**src/rtl/tron_pkg.sv**
```systemverilog
// Shared types and constants for the light-cycle frame-buffer path.
// Colors, word packing and the trail writer's state encoding live here.
package tron_pkg;

    localparam int ADDR_W   = 19;
    localparam int DATA_W   = 16;
    localparam int H_WORDS  = 320;
    localparam int FB_WORDS = 153600;

    typedef enum logic [3:0] {
        COL_BG         = 4'h0,
        COL_RED_TRAIL  = 4'h4,
        COL_BLUE_TRAIL = 4'h6
    } color_e;

    typedef enum logic [1:0] {
        CLEAR,
        WAIT,
        WR_BLUE,
        WR_RED
    } tw_state_t;

    // Both pixels of a word share the color; the high nibbles stay dark.
    function automatic logic [DATA_W-1:0] pack_word(color_e c);
        return {4'h0, c, 4'h0, c};
    endfunction

endpackage

```
**src/rtl/trail_writer_if.sv**
```systemverilog
// Frame-buffer write port: the writer drives it, frameRAM consumes it.
// No handshake: the RAM accepts a write every cycle.
interface trail_writer_if;
    import tron_pkg::*;

    logic [ADDR_W-1:0] write_address;
    logic [DATA_W-1:0] write_data;
    logic              WE;

    modport master (
        output write_address,
        output write_data,
        output WE
    );

    modport slave (
        input write_address,
        input write_data,
        input WE
    );

endinterface

```
**src/rtl/trail_writer_pulse_sync.sv**
```systemverilog
// Two-flop synchronizer for the frame tick plus a rising-edge detector.
// The pulse is one Clk cycle wide, 2-3 cycles after the async rise.
module pulse_sync (
    input  logic clk,
    input  logic rst,
    input  logic async_in,
    output logic pulse
);

    logic sync1;
    logic sync2;
    logic sync2_d;

    always_ff @(posedge clk) begin
        if (rst) begin
            sync1   <= 1'b0;
            sync2   <= 1'b0;
            sync2_d <= 1'b0;
        end else begin
            sync1   <= async_in;
            sync2   <= sync1;
            sync2_d <= sync2;
        end
    end

    assign pulse = sync2 & ~sync2_d;

endmodule

```
**src/rtl/trail_writer.sv**
```systemverilog
// Paints both bikes' trail rows into frameRAM once per frame tick,
// and wipes the whole buffer after reset or on a new-round request.
module trail_writer #(
    parameter int TRAIL_ROWS = 2,
    parameter int H_WORDS    = 320,
    parameter int V_LINES    = 480
) (
    input  logic           Clk,
    input  logic           Reset,
    input  logic           frame_clk,
    input  logic           clear_req,
    input  logic           blue_en,
    input  logic           red_en,
    input  logic [9:0]     Blue_X_real,
    input  logic [9:0]     Blue_Y_real,
    input  logic [9:0]     Red_X_real,
    input  logic [9:0]     Red_Y_real,
    trail_writer_if.master wr,
    output logic           busy,
    output logic           clear_done
);
    import tron_pkg::*;

    localparam int CLR_LAST = H_WORDS * V_LINES - 1;
    localparam int CW       = $clog2(H_WORDS * V_LINES);

    logic            tick;
    tw_state_t       state, state_n;
    logic [CW-1:0]   cnt, cnt_n;
    logic [9:0]      bx, by, rx, ry;
    logic            ben, ren;
    logic            snap;
    logic [18:0]     addr_n;
    logic [15:0]     data_n;
    logic            we_n;
    logic            wipe_last, wipe_last_n;

    logic [9:0]      cur_x, cur_y;
    logic            cur_en;
    logic [18:0]     row_y;
    logic            row_ok;
    logic            last_row;

    pulse_sync u_sync (
        .clk      (Clk),
        .rst      (Reset),
        .async_in (frame_clk),
        .pulse    (tick)
    );

    assign cur_x    = (state == WR_RED) ? rx : bx;
    assign cur_y    = (state == WR_RED) ? ry : by;
    assign cur_en   = (state == WR_RED) ? ren : ben;
    assign row_y    = 19'(cur_y) + 19'(cnt);
    assign row_ok   = cur_en && (cur_x < 10'd640)
                   && (row_y < 19'(V_LINES));
    assign last_row = (cnt == CW'(TRAIL_ROWS - 1));

    always_comb begin
        state_n     = state;
        cnt_n       = cnt;
        addr_n      = '0;
        data_n      = '0;
        we_n        = 1'b0;
        snap        = 1'b0;
        wipe_last_n = 1'b0;
        unique case (state)
            CLEAR: begin
                we_n   = 1'b1;
                addr_n = 19'(cnt);
                data_n = pack_word(COL_BG);
                if (cnt == CW'(CLR_LAST)) begin
                    state_n     = WAIT;
                    cnt_n       = '0;
                    wipe_last_n = 1'b1;
                end else begin
                    cnt_n = cnt + 1'b1;
                end
            end
            WAIT: begin
                if (tick) begin
                    snap    = 1'b1;
                    state_n = WR_BLUE;
                    cnt_n   = '0;
                end
            end
            WR_BLUE, WR_RED: begin
                // Skipped rows still burn their cycle to keep latency fixed.
                we_n   = row_ok;
                addr_n = 19'(cur_x[9:1]) + row_y * 19'(H_WORDS);
                data_n = pack_word((state == WR_BLUE) ?
                                   COL_BLUE_TRAIL : COL_RED_TRAIL);
                if (last_row) begin
                    cnt_n   = '0;
                    state_n = (state == WR_BLUE) ? WR_RED : WAIT;
                end else begin
                    cnt_n = cnt + 1'b1;
                end
            end
            default: ;
        endcase
        if (clear_req) begin
            state_n     = CLEAR;
            cnt_n       = '0;
            snap        = 1'b0;
            wipe_last_n = 1'b0;
        end
    end

    always_ff @(posedge Clk) begin
        if (Reset) begin
            state            <= CLEAR;
            cnt              <= '0;
            wr.write_address <= '0;
            wr.write_data    <= '0;
            wr.WE            <= 1'b0;
            busy             <= 1'b1;
            clear_done       <= 1'b0;
            wipe_last        <= 1'b0;
        end else begin
            state            <= state_n;
            cnt              <= cnt_n;
            wr.write_address <= addr_n;
            wr.write_data    <= data_n;
            wr.WE            <= we_n;
            busy             <= (state != WAIT);
            wipe_last        <= wipe_last_n;
            clear_done       <= wipe_last;
        end
    end

    always_ff @(posedge Clk) begin
        if (Reset) begin
            bx  <= '0;
            by  <= '0;
            rx  <= '0;
            ry  <= '0;
            ben <= 1'b0;
            ren <= 1'b0;
        end else if (snap) begin
            bx  <= Blue_X_real;
            by  <= Blue_Y_real;
            rx  <= Red_X_real;
            ry  <= Red_Y_real;
            ben <= blue_en;
            ren <= red_en;
        end
    end

endmodule

```
**src/flat_wrapper.sv**
```systemverilog
// flat-port wrapper written by rule: the top's interface ports become plain ports
module trail_writer_flat import tron_pkg::*;
#(
    parameter int TRAIL_ROWS = 2,
    parameter int H_WORDS    = 320,
    parameter int V_LINES    = 480
)
  (Clk, Reset, frame_clk, clear_req, blue_en, red_en, Blue_X_real, Blue_Y_real, Red_X_real, Red_Y_real, busy, clear_done, wr_write_address, wr_write_data, wr_WE);
  trail_writer_if wr_i ();
  input  logic Clk;
  input  logic Reset;
  input  logic frame_clk;
  input  logic clear_req;
  input  logic blue_en;
  input  logic red_en;
  input  logic [9:0] Blue_X_real;
  input  logic [9:0] Blue_Y_real;
  input  logic [9:0] Red_X_real;
  input  logic [9:0] Red_Y_real;
  output logic busy;
  output logic clear_done;
  output wire logic [$bits(wr_i.write_address)-1:0] wr_write_address;
  output wire logic [$bits(wr_i.write_data)-1:0] wr_write_data;
  output wire logic [$bits(wr_i.WE)-1:0] wr_WE;
  assign wr_write_address = wr_i.write_address;
  assign wr_write_data = wr_i.write_data;
  assign wr_WE = wr_i.WE;
  trail_writer #(.TRAIL_ROWS(TRAIL_ROWS), .H_WORDS(H_WORDS), .V_LINES(V_LINES)) u_core (.Clk(Clk), .Reset(Reset), .frame_clk(frame_clk), .clear_req(clear_req), .blue_en(blue_en), .red_en(red_en), .Blue_X_real(Blue_X_real), .Blue_Y_real(Blue_Y_real), .Red_X_real(Red_X_real), .Red_Y_real(Red_Y_real), .wr(wr_i), .busy(busy), .clear_done(clear_done));
endmodule
```
**config.mk**
```make
export PLATFORM = sky130hd
export DESIGN_NAME = trail_writer_flat
export DESIGN_NICKNAME = d
export VERILOG_FILES = /design/src/rtl/tron_pkg.sv /design/src/rtl/trail_writer_if.sv /design/src/rtl/trail_writer_pulse_sync.sv /design/src/rtl/trail_writer.sv /design/src/flat_wrapper.sv
export SDC_FILE = /design/constraint.sdc
export NUM_CORES = 1
export LEC_CHECK = 0
export ABC_AREA = 1
export CORE_UTILIZATION = 59
export DETAILED_ROUTE_END_ITERATION = 8
export HOLD_SLACK_MARGIN = 0.12
export MAX_ROUTING_LAYER = met4
export PLACE_DENSITY = 0.9
export SYNTH_ARGS = -nofsm -noshare
export SYNTH_HDL_FRONTEND = slang
export SYNTH_SLANG_ARGS = --single-unit
```
**constraint.sdc**
```tcl
create_clock -name Clk -period 11.1 [get_ports Clk]
set_clock_uncertainty 0.1 [all_clocks]
set_input_delay 2.22 -clock Clk [delete_from_list [all_inputs] [get_ports Clk]]
set_output_delay 2.22 -clock Clk [all_outputs]
set_load 0.01 [all_outputs]
```
==> flow_metrics.tcl, run 1 <==
set metrics [dict create \
    outcome "finished, final reports clean" \
    synth_flop_cell "dfxtp_1" \
    synth_most_common_cell "nand2_1" \
    first_pass_iters 5 \
    syn_to_final_growth_pct 16.2 \
    max_freq_mhz 203 \
    dr_wl_met2_um 6230 \
    whs_ns 0.318 \
    fp.coreArea_mm2 0.00920 \
    rr_worst_depth 24 \
    hold_buffers 0 \
    via_per_inst 5.42 \
    drt_iter0_markers 477 \
    die_height_um 99.4 \
    place_ws_ns 6.32 \
    wl_um 13600 \
    arrival_ns 5.10 \
    pwr_density_cell_mw_per_mm2 90.2 \
    synth.distinct_cells 49 \
    netlist_instances 825 \
    dr_wl_met3_um 814 \
    pin_count 84 \
    synth_area_leaders "dfxtp_1 31%, nand2_1 12%, nor2_1 9.0%" \
    clk_latency_ns 0.36 \
    end_kind "flop" \
    numCtsBuffers 9 \
    min_period_ns 4.93 \
    vdd_drop_max_uv 76.8 \
    crit_buf_inv 4 \
    cts_sinks 88 \
    cts_tree "yes" \
    yosysSeqAreaShare 0.315 \
    regArea_mm2 0.00176 \
    die_w_um 99.4 \
    grt_max_degree 43 \
    critical_path.max_stage_delay_ns 0.60 \
    highest_layer "met4" \
    r2r_setup_slack_ns 6.17 \
    leakage_nw 3.12 \
    synth_seq_cells 88 \
    async_flop_share 0 \
    antenna_found_initial 0 \
    synth.avg_cell_area_um2 6.78 \
    fin_ws_ns 6.17 \
    fin_nets 972 \
    wl_per_cell_um 13.6 \
    critPathMaxFanout 27 \
    fp-row-count 35 \
    grt_pass1_vias 5025 \
    initial_utilization 0.608 \
    cp_slowest_cell "fa_1" \
    critPathRequiredTime_ns 11.28 \
    crit_chain "ha_1 -> buf_4 -> inv_2 -> nand2_1 -> nand2_1 -> ha_1 -> fa_1 -> nand3_1 -> nand3_1 -> xor2_1 -> ha_1 -> fa_1 -> inv_1 -> nor3_1 -> nand2_1 -> nand2_1 -> inv_1 -> nor2_1 -> nand3_1 -> nor2_2 -> nand3_1 -> nand2_1 -> nand3_1 -> a21oi_1" \
    grt_usage 0.303 \
    finalHoldViolations 0 \
    drv_slew 0 \
    crit_path_start "u_core.state[0]" \
    grt_overflow 0 \
    grt_pass1_wl_um 23300 \
    synth_top_area_share 0.315 \
    syn_area_mm2 0.00560 \
    yosysTopAreaCell "dfxtp_1" \
    synth_edf_count 0 \
    clock_path_buffers 2 \
    post_cts_buffers 0 \
    clk_pin_slew_ns 0.10 \
    n_antenna_cell 0 \
    portBuffers 69 \
    drt-met1-wl_um 6180 \
    worstSetupStartpointType "flop" \
    worstReg2RegStart "u_core.state[0]" \
    root_buffer "clkbuf_8" \
    min_to "u_core.u_sync.sync2" \
    netlist_top_cells_count "186 x nand2_1, 134 x nor2_1, 88 x dfxtp_1" \
    ant_nets 0 \
    slew_headroom 0.340 \
    worstHoldPathCells 2 \
    critPathKind "reg -> reg" \
    maxCapViolCount 0 \
    cts.repair.resized 0 \
    gp_congestion 1.01 \
    fin_crit_sh 0.444 \
    hp-start "u_core.u_sync.sync1" \
    crit_family "adder cells" \
    r2r-end "u_core.wr.write_address[17]" \
    ys_warn_count 0 \
    setup-violations-final 0 \
    dieArea_mm2 0.00988 \
    hpwlAfterDp_um 9950 \
    drc_errors 0 \
    rsz0062_at_grt "no" \
    hold_class "reg -> reg" \
    multi_input_area_mm2 0.00332 \
    tns_ns 0 \
    vias 5419 \
    layout-drive-gt1-share 0.0676 \
    cts.htree.levels 3 \
    layout.filler_cells 753 \
    worstMarginPinSlew_ns 0.988 \
]
## report_power, final
part           switching, mW  internal [mW]
Combinational         0.0130         0.0168
Clock                  0.125          0.114
Sequential           0.00117          0.317
Total                  0.139          0.447
## how the worst max path moves through the flow
stage | to | slack, ns | cells past startpoint
after floorplan | u_core.wr.write_address[17] | 6.84 | 25
after global placement | u_core.wr.write_address[17] | 6.36 | 24
after detailed placement | u_core.wr.write_address[17] | 6.32 | 24
after CTS | u_core.wr.write_address[17] | 6.23 | 24
after global routing | u_core.wr.write_address[17] | 5.83 | 24
final | u_core.wr.write_address[17] | 6.17 | 24
## cells by family after synthesis
family          synth area share
simple gates               0.349
buf+inv                   0.0986
compound gates             0.103
flops                      0.315
fa+ha+maj                  0.100
xor+xnor                  0.0326
other cells             0.000670
mux                      0.00179
## flip-flops by register name (all words and copies together) (netlist names)
name / count
u_core.state: 2
u_core.busy: 1
u_core.u_sync.sync1: 1
u_core.wr.WE: 1
u_core.u_sync.sync2_d: 1
u_core.wipe_last: 1
u_core.wr.write_data: 2
u_core.bx: 9
u_core.clear_done: 1
u_core.ry: 10
u_core.ben: 1
u_core.u_sync.sync2: 1
u_core.cnt: 18
u_core.by: 10
u_core.wr.write_address: 19
u_core.ren: 1
u_core.rx: 9
## worst reg2reg max path: stages, from the launching register on
cell and delay (ns):
dfxtp_1 0.41, ha_1 0.19, buf_4 0.29, inv_2 0.20, nand2_1 0.09, nand2_1 0.06
ha_1 0.22, fa_1 0.46, nand3_1 0.11, nand3_1 0.16, xor2_1 0.36, ha_1 0.34
fa_1 0.60, inv_1 0.09, nor3_1 0.21, nand2_1 0.09, nand2_1 0.06, inv_1 0.04
nor2_1 0.11, nand3_1 0.12, nor2_2 0.16, nand3_1 0.09, nand2_1 0.06, nand3_1 0.06
a21oi_1 0.16
## cell usage in the layout, fill, tap and decap left out, types with 10 or more instances in the layout
cell type,count
nand3_1,44
inv_1,83
clkbuf_8,10
a21oi_1,35
nand2_1,186
nand4_1,16
conb_1,12
nor3_1,13
inv_2,10
ha_1,40
clkdlybuf4s50_1,69
dfxtp_1,88
o21ai_0,52
xor2_1,18
nor2_1,134
## routing by layer
layer	up-vias	GRT usage
met5	-	-
met4	0	0.110
met3	33	0.0401
met2	225	0.477
met1	2423	0.400
li1	2738	-
## final cells by class
type,count,share of cell area
multi-input combinational,618,0.511
sequential,88,0.271
timing repair buffer,72,0.110
inverter,94,0.0543
tap,111,0.0214
clock buffer,10,0.0212
clock inverter,6,0.0112
## through the flow
step,utilization,instances,power [mW],area [um2]
5_1_grt,0.707,999,0.603,6500
4_1_cts,0.707,999,0.586,6500
3_3_place_gp,0.684,983,0.354,6290
3_5_place_dp,0.684,983,0.354,6290
2_1_floorplan,-,836,0.339,5640
6_report,0.707,999,0.586,6500
(Power assumes the default switching activity.)
==> run 2: changes to the inputs <==
--- a/config.mk
+++ b/config.mk
@@ -6,11 +6,11 @@
 export NUM_CORES = 1
 export LEC_CHECK = 0
 export ABC_AREA = 1
-export CORE_UTILIZATION = 59
+export CORE_UTILIZATION = 50
 export DETAILED_ROUTE_END_ITERATION = 8
 export HOLD_SLACK_MARGIN = 0.12
 export MAX_ROUTING_LAYER = met4
-export PLACE_DENSITY = 0.9
+export PLACE_DENSITY = 0.82
 export SYNTH_ARGS = -nofsm -noshare
 export SYNTH_HDL_FRONTEND = slang
 export SYNTH_SLANG_ARGS = --single-unit
==> constraint.sdc (replaced) <==
create_clock -name Clk -period 4.45 [get_ports Clk]
set_clock_uncertainty 0.1 [all_clocks]
set_input_delay 0.89 -clock Clk [delete_from_list [all_inputs] [get_ports Clk]]
set_output_delay 0.89 -clock Clk [all_outputs]
set_load 0.01 [all_outputs]
==> flow_metrics.tcl, run 2 (synthesis results as in run 1) <==
set metrics [dict create \
    r2r-end "u_core.wr.write_address[17]" \
    vias 5375 \
    numCtsBuffers 9 \
    intPower_mw 1.11 \
    grt_overflow 0 \
    hp-start "u_core.u_sync.sync1" \
    utilization 0.613 \
    drt_iter0_markers 314 \
    pin_count 84 \
    regArea_mm2 0.00176 \
    first_pass_iters 5 \
    worstReg2RegStart "u_core.state[0]" \
    critPathKind "reg -> reg" \
    die_w_um 108 \
    worstSetupStartpointType "flop" \
    critPathRequiredTime_ns 4.64 \
    antenna_found_initial 0 \
    final_cell_mix "186 x nand2_1, 133 x nor2_1, 87 x dfxtp_1" \
    gp_congestion 0.933 \
    grt_pass1_vias 4949 \
    vdd_drop_max_uv 274 \
    leakage_nw 3.15 \
    cts_tree "yes" \
    grt_usage 0.258 \
    placed_area_mm2 0.00639 \
    min_period_ns 4.22 \
    layout_commonest_cell "nand2_1" \
    fp.coreArea_mm2 0.0109 \
    portBuffers 69 \
    dieArea_mm2 0.0116 \
    multi_input_area_mm2 0.00341 \
    pwr_density_cell_mw_per_mm2 215 \
    grt_pass1_wl_um 22800 \
    syn_to_final_growth_pct 19.2 \
    worstHoldPathCells 2 \
    maxCapViolCount 0 \
    rr_worst_depth 23 \
    fp-row-count 38 \
    clock_path_buffers 2 \
    hpwlAfterDp_um 10600 \
    setup-violations-final 0 \
    die_height_um 108 \
    drc_errors 0 \
    root_buffer "clkbuf_8" \
    worstMarginPinSlew_ns 0.684 \
    fin_nets 980 \
    outcome "finished, final reports clean" \
    ant_nets 0 \
    r2r_setup_slack_ns 0.23 \
    finalHoldViolations 0 \
    initial_utilization 0.514 \
    drv_slew 0 \
    cts_sinks 88 \
    final_area_mm2 0.00667 \
    reg.largest.list "u_core.wr.write_address x19, u_core.cnt x18" \
    via_per_inst 5.19 \
    clk_latency_ns 0.37 \
    arrival_ns 4.41 \
    grt_max_degree 43 \
    hold_buffers 0 \
    clk_pin_slew_ns 0.08 \
    layout-drive-gt1-share 0.0926 \
    critPathMaxFanout 14 \
    wl_per_cell_um 13.3 \
    wl_um 13800 \
    layout.filler_cells 1018 \
    total_power_mw 1.43 \
    cts.htree.levels 3 \
    fin_crit_sh 0.948 \
    n_antenna_cell 0 \
    p_clk_frac 0.395 \
    power_frac_comb 0.052 \
    max_freq_mhz 237 \
    largest_reg_flops 19 \
    end_kind "flop" \
    switching_share 0.226 \
    p_seq_frac 0.553 \
    regMostFlops "u_core.wr.write_address" \
    slew_headroom 0.544 \
    min_to "u_core.u_sync.sync2" \
    power_switching_mw 0.325 \
    hold_class "reg -> reg" \
]
## run 2: cell types whose count changed in the layout (fill, tap and decap cells not counted), sizes merged
cell and delta:
buf +8, clkbuf +2, inv -2
## run 2: power groups by stage
stage / combinational, mW / sequential (mW) / clock (mW)
floorplan: 0.0350 / 0.811 / 0
detailed placement: 0.0738 / 0.811 / 0
CTS: 0.0744 / 0.793 / 0.578
global placement: 0.0728 / 0.811 / 0
finish: 0.0750 / 0.793 / 0.567
global route: 0.0828 / 0.793 / 0.602
## run 2: worst max-delay path, cell delays in order, from the launching register on
cell and delay, ns:
dfxtp_1 0.38, ha_4 0.19, inv_2 0.11, nand2_1 0.08, nand2_1 0.05, ha_1 0.21, fa_1 0.43, buf_4 0.18
xor2_2 0.20, ha_1 0.22, ha_2 0.21, fa_1 0.60, inv_1 0.08, nor3_1 0.17, nand2_1 0.07, nand2_1 0.06
inv_1 0.05, nor2_2 0.11, nand3_2 0.09, nor2_2 0.18, nand3_1 0.09, nand2_1 0.06, nand3_1 0.06, a21oi_1 0.13
## run 2: how the worst max path moves through the flow
stage / from / end / slack [ns] / cells after the start
CTS: u_core.state[1] / u_core.wr.write_address[17] / 0.04 / 23
finish: u_core.state[0] / u_core.wr.write_address[17] / 0.23 / 23
detailed placement: u_core.state[1] / u_core.wr.write_address[17] / 0.1 / 23
global placement: u_core.state[1] / u_core.wr.write_address[17] / 0.13 / 23
global route: u_core.state[0] / u_core.wr.write_address[18] / -0.02 / 22
floorplan: u_core.state[0] / u_core.wr.write_address[17] / 0.19 / 25
## run 2: final cells by class
cell class,instances,share of cell area
well taps,140,0.0263
repair buffers,80,0.116
flip-flops and latches,88,0.264
clock inverters,4,0.00788
inverters,94,0.0529
clock buffers,12,0.0218
multi-input cells,618,0.511
## run 2: timing repair
item	in CTS	in global routing
resized for setup	0	18
buffers inserted	0	0
endpoints found under the setup margin	0	6
## run 2: metrics by stage
step	TNS [ns]	hold slack [ns]	cells	worst slack, ns
global placement	0	0.293	1020	0.133
finish	0	0.314	1036	0.232
CTS	0	0.317	1036	0.0375
floorplan	0	0.288	836	0.189
detailed placement	0	0.304	1020	0.0964
global route	-0.0223	0.332	1036	-0.0157
## run 2: metal layers
| metal | track usage | vias to the layer above | wire [um] |
|---|---|---|---|
| li1 | - | 2756 | - |
| met1 | 0.324 | 2380 | 6240 |
| met2 | 0.409 | 203 | 6350 |
| met3 | 0.0466 | 36 | 725 |
| met4 | 0.108 | 0 | 461 |
| met5 | - | - | 0 |
